## src/rtl/seg_pkg.sv

```systemverilog
// Shared types and constants for the memory-mapped 7-segment display peripheral.
// Segment patterns are active-high in {G,F,E,D,C,B,A} order. The parent module applies the board polarity.
package seg_pkg;

    typedef logic [6:0] seg_t;

    localparam seg_t HEX_SEG [16] = '{
        7'h3F, 7'h06, 7'h5B, 7'h4F, 7'h66, 7'h6D, 7'h7D, 7'h07,
        7'h7F, 7'h6F, 7'h77, 7'h7C, 7'h39, 7'h5E, 7'h79, 7'h71
    };

    localparam logic [31:0] REG_DATA_OFS = 32'd0;
    localparam logic [31:0] REG_CTRL_OFS = 32'd4;

    localparam int CTRL_BLANK_LSB  = 0;
    localparam int CTRL_LED_LSB    = 8;
    localparam int CTRL_LED_W      = 4;
    localparam int CTRL_BRIGHT_LSB = 16;

endpackage

```

## src/rtl/seg_hex_decode.sv

```systemverilog
// Registered decoder that converts a nibble to an active-high seg_t pattern.
// A blanked digit decodes to all segments off.
module seg_hex_decode import seg_pkg::*; (
    input  logic       clk,
    input  logic       reset,
    input  logic [3:0] nibble,
    input  logic       blank,
    output logic [6:0] seg
);

    seg_t seg_reg;

    always_ff @(posedge clk) begin
        if (!reset) begin
            seg_reg <= '0;
        end else if (blank) begin
            seg_reg <= '0;
        end else begin
            seg_reg <= HEX_SEG[nibble];
        end
    end

    assign seg = seg_reg;

endmodule

```

## src/rtl/mmio_seg_display.sv

```systemverilog
// Display peripheral on the CPU data bus. It has DATA/CTRL store registers, N hex digits and 4 LEDs with PWM dimming.
// When SEG_SCAN_EN is defined, the digits are time-multiplexed. Otherwise every digit is driven in parallel (static mode).
module mmio_seg_display import seg_pkg::*; #(
    parameter logic [31:0] BASE_ADDR      = 32'h0000_0014,
    parameter int          NUM_DIGITS     = 2,
    parameter int          SEG_ACTIVE_LOW = 1,
    parameter int          PWM_BITS       = 4,
    parameter int          SCAN_DIV       = 12000
) (
    input  logic                    clk,
    input  logic                    reset,
    input  logic                    ce_i,
    input  logic                    mem_write_i,
    input  logic [31:0]             addr_i,
    input  logic [31:0]             wdata_i,
    output logic [NUM_DIGITS*7-1:0] seg_o,
    output logic [NUM_DIGITS-1:0]   dig_en_o,
    output logic [3:0]              led_o
);

    logic                    bus_wr;
    logic                    data_hit;
    logic                    ctrl_hit;
    logic [4*NUM_DIGITS-1:0] data_reg;
    logic [NUM_DIGITS-1:0]   blank_reg;
    logic [3:0]              led_val_reg;
    logic [PWM_BITS-1:0]     bright_reg;
    logic [PWM_BITS-1:0]     pwm_cnt_reg;
    logic [3:0]              led_reg;
    logic [NUM_DIGITS-1:0]   dig_en_reg;
    logic [NUM_DIGITS*7-1:0] seg_hi;
    logic                    unused_wdata;

    // Exact 32-bit match, so misaligned byte addresses never alias onto a register.
    assign bus_wr   = ce_i && mem_write_i;
    assign data_hit = bus_wr && (addr_i == BASE_ADDR + REG_DATA_OFS);
    assign ctrl_hit = bus_wr && (addr_i == BASE_ADDR + REG_CTRL_OFS);

    assign unused_wdata = ^wdata_i;

    always_ff @(posedge clk) begin
        if (!reset) begin
            data_reg    <= '0;
            blank_reg   <= '0;
            led_val_reg <= '0;
            bright_reg  <= '0;
        end else begin
            if (data_hit) begin
                data_reg <= wdata_i[4*NUM_DIGITS-1:0];
            end
            if (ctrl_hit) begin
                blank_reg   <= wdata_i[CTRL_BLANK_LSB +: NUM_DIGITS];
                led_val_reg <= wdata_i[CTRL_LED_LSB +: CTRL_LED_W];
                bright_reg  <= wdata_i[CTRL_BRIGHT_LSB +: PWM_BITS];
            end
        end
    end

    // Free-running PWM counter. Duty equals bright / 2^PWM_BITS over every period.
    always_ff @(posedge clk) begin
        if (!reset) begin
            pwm_cnt_reg <= '0;
            led_reg     <= '0;
        end else begin
            pwm_cnt_reg <= pwm_cnt_reg + 1'b1;
            led_reg     <= led_val_reg & {4{pwm_cnt_reg < bright_reg}};
        end
    end

    assign led_o = led_reg;

`ifdef SEG_SCAN_EN
    localparam int TICK_W = (SCAN_DIV > 1) ? $clog2(SCAN_DIV) : 1;
    localparam int IDX_W  = (NUM_DIGITS > 1) ? $clog2(NUM_DIGITS) : 1;

    logic [TICK_W-1:0]     tick_reg;
    logic [IDX_W-1:0]      idx_reg;
    logic [NUM_DIGITS-1:0] dig_en_next;
    logic [6:0]            scan_seg;

    always_ff @(posedge clk) begin
        if (!reset) begin
            tick_reg <= '0;
            idx_reg  <= '0;
        end else if (tick_reg == TICK_W'(SCAN_DIV - 1)) begin
            tick_reg <= '0;
            idx_reg  <= (idx_reg == IDX_W'(NUM_DIGITS - 1)) ? '0 : idx_reg + 1'b1;
        end else begin
            tick_reg <= tick_reg + 1'b1;
        end
    end

    always_comb begin
        dig_en_next          = '0;
        dig_en_next[idx_reg] = ~blank_reg[idx_reg];
    end

    // The enable is registered alongside the decoder, so the pattern and the enable stay in the same slot.
    always_ff @(posedge clk) begin
        if (!reset) begin
            dig_en_reg <= '0;
        end else begin
            dig_en_reg <= dig_en_next;
        end
    end

    seg_hex_decode u_dec (
        .clk    (clk),
        .reset  (reset),
        .nibble (data_reg[4*idx_reg +: 4]),
        .blank  (blank_reg[idx_reg]),
        .seg    (scan_seg)
    );

    assign seg_hi = {NUM_DIGITS{scan_seg}};
`else
    localparam int unused_scan_div = SCAN_DIV;

    for (genvar gi = 0; gi < NUM_DIGITS; gi++) begin : g_dec
        seg_hex_decode u_dec (
            .clk    (clk),
            .reset  (reset),
            .nibble (data_reg[4*gi +: 4]),
            .blank  (blank_reg[gi]),
            .seg    (seg_hi[7*gi +: 7])
        );
    end

    always_ff @(posedge clk) begin
        if (!reset) begin
            dig_en_reg <= '0;
        end else begin
            dig_en_reg <= ~blank_reg;
        end
    end
`endif

    for (genvar gi = 0; gi < NUM_DIGITS; gi++) begin : g_pol
        assign seg_o[7*gi +: 7] = (SEG_ACTIVE_LOW != 0) ? ~seg_hi[7*gi +: 7] : seg_hi[7*gi +: 7];
    end

    assign dig_en_o = dig_en_reg;

endmodule

```

## config.mk

```make
export PLATFORM = sky130hd
export DESIGN_NAME = mmio_seg_display
export DESIGN_NICKNAME = d
export VERILOG_FILES = /design/src/rtl/seg_pkg.sv /design/src/rtl/seg_hex_decode.sv /design/src/rtl/mmio_seg_display.sv
export SDC_FILE = /design/constraint.sdc
export NUM_CORES = 1
export LEC_CHECK = 0
export CAP_MARGIN = 25
export CORE_MARGIN = 5
export CORE_UTILIZATION = 43
export DETAILED_ROUTE_END_ITERATION = 16
export PLACE_DENSITY_LB_ADDON = 0.12
export SLEW_MARGIN = 0
export SYNTH_ARGS = -nofsm -noshare
export SYNTH_HDL_FRONTEND = slang
export SYNTH_HIERARCHICAL = 1
export SYNTH_SLANG_ARGS = --single-unit
```

## constraint.sdc

```tcl
create_clock -name clk -period 3.2 [get_ports clk]
set_clock_uncertainty 0.1 [all_clocks]
set_input_delay 0.32 -clock clk [delete_from_list [all_inputs] [get_ports clk]]
set_output_delay 0.32 -clock clk [all_outputs]
set_load 0.02 [all_outputs]
```

==> reports/qor.csv <==
metric,value,unit
status,finished clean,
Initial Utilization,44.6,%
GRT Residual Overflow,0,
Top Family by Delay on Critical Path,simple AND/OR/NAND/NOR gates,
WP buf/inv,1,
top-area cell type share of the netlist area,39.6,%
Vias,1724,
met3 Usage GRT,4.48,%
Wirelength per Cell,11.4,um
Crit Path Class,in2reg,
Startpoint Class,primary input,
number of buffers created by CTS,5,
number of top-level pins,88,
first-pass GRT wire length,7.20,mm
Static Leak,1.21,nW
Mapped Area,2120,um2
Routability Congestion,0.818,
Synth Register Bits,42,
"most common cell after layout, fill and taps aside",clkdlybuf4s50_1,
final net count,391,
Max-slew headroom,48.3,%
root buffer cell,clkbuf_8,
TritonRoute pass-1 iters,4,
CP peak stage delay,0.64,ns
RSZ-0062 raised after global routing,no,
final worst-path cycle share,62.4,%
"Distinct cells, synth",34,
Detailed Route WL,4.26,mm
H-tree Lvls,2,
Initial DRC Count,54,
sequential area share after synthesis,39.6,%
vias in the first global route,1707,
DRC Markers,0,
total track usage,14.3,%
port buffer count,71,
Synth Area per Inst,9.10,um2
final worst path period need,2.00,ns
Mapped Cells,233,
Die X,80.2,um
Area Overhead vs Synth,41.3,%
"Clk Latency, worst-skew pair",0.29,ns
Final Max Tran Viols,0,
WP data required,3.33,ns
CTS max path bufs,2,
endpoints failing hold,0,
HP Class,reg2reg,
hpwl dp,3.33,mm
CTS tree,done,
max-cap viol count,0,
CP max stage cell,nor4_4,
placed cell area,2890,um2
most frequent cells in the layout,"71 x clkdlybuf4s50_1, 44 x nand2_1, 42 x dfxtp_1, 26 x inv_1",
max reg flops,14,
Max Freq,501,MHz
Yosys warning count,6,
Critical Path AT,2.12,ns
GRT busiest layer,met2,
"Setup violations, final",0,
antenna violations before repair,0,
ANT nets after route,0,
Cell Pwr Density,358,nW/um2
Setup crit end kind,register,
Post-synth top flop,dfxtp_1,
cell count after placement,365,
M2 GR Usage,25.8,%
die outline height,80.2,um
Worst VDD drop,0.173,mV
GRT met1 Usage,15.2,%
Die Footprint,6440,um2
total inserted antenna cells,0,
Final Instance Area,3000,um2
share of cells above drive strength 1,6.54,%
top cell type by total area after synthesis,dfxtp_1,
core area,4750,um2
"Cell Chain, Critical Path",clkdlybuf4s50_1 -> nor4_2 -> nand4_1 -> nor4_4 -> mux2i_1,
cts hold-fix bufs,0,
actual slew at the worst max-slew pin,0.773,ns
clk sinks,42,
pin count of the biggest net entering global routing,24,
synth top area cells,"dfxtp_1 40%, ha_1 11%, mux2i_1 8.5%",
Mapped Nets,319,
Synth async-reset ratio,0,%
Vias/cell,4.62,
Post-synth EDFFs,0,
crit path max fanout,8,
Post-Route Setup TNS,0,ns
Rows,25,
Finished Layout Cells,373,
post-CTS setup buffer count,0,
Resized cells post-CTS,0,
clock transition at the registers of the reported paths,0.08,ns
[report_power, final]
group	internal, mW	switching [mW]
clock	0.218	0.178
combinational	0.0870	0.0495
sequential	0.535	0.00494
[final cells by class]
class / count / area (um2)
inverters: 26 / 97.6
repair buffers: 74 / 733
fillers: 421 / 1760
clock buffers: 8 / 110
well taps: 67 / 83.8
flip-flops and latches: 42 / 841
multi-input cells: 156 / 1130
[worst paths after layout]
| kind | depth (start not counted) | slack, ns | endpoint | startpoint |
|---|---|---|---|---|
| setup / recovery | 5 | 1.20 | data_reg[0] | addr_i[17] |
| hold / removal | 1 | 0.33 | dig_en_o[1] | blank_reg[1] |
| setup reg to reg | 5 | 1.69 | g_dec[1].u_dec/seg[3] | data_reg[5] |
| hold reg to reg | 1 | 0.33 | dig_en_o[1] | blank_reg[1] |
[per-layer routing]
layer	routed length (um)	vias to the layer above
li1	-	916
met1	1730	772
met2	2260	29
met3	196	7
met4	74	0
met5	0	-
[per-stage QoR]
stage	setup WS [ns]	utilization (%)	hold slack [ns]	power, mW
2_1_floorplan	1.53	-	0.305	0.598
3_3_place_gp	0.848	60.7	0.321	0.687
5_1_grt	1.05	63.0	0.353	1.13
4_1_cts	1.17	63.0	0.328	1.09
6_report	1.20	63.0	0.333	1.07
3_5_place_dp	0.857	60.7	0.321	0.690
[cells by family after synthesis]
logic type | after synthesis | synth area share, %
buffers and inverters | 35 | 7.31
XOR/XNOR | 2 | 0.826
flip-flops | 42 | 39.6
multiplexers | 18 | 8.50
AND/OR/NAND/NOR | 92 | 23.2
adder cells (fa/ha/maj) | 18 | 10.6
AO/OA/AOI/OAI | 26 | 9.85
[cells in the mapped netlist (all sizes together) (4+ instances only)]
| library cell | n |
|---|---|
| a21oi | 4 |
| mux2i | 18 |
| inv | 26 |
| clkbuf | 4 |
| ha | 18 |
| nor3 | 5 |
| nand2b | 8 |
| a211oi | 8 |
| nor4 | 7 |
| a211o | 4 |
| dfxtp | 42 |
| nor2 | 5 |
| buf | 5 |
| nand2 | 44 |
| nor2b | 11 |
(Power assumes the default switching activity.)
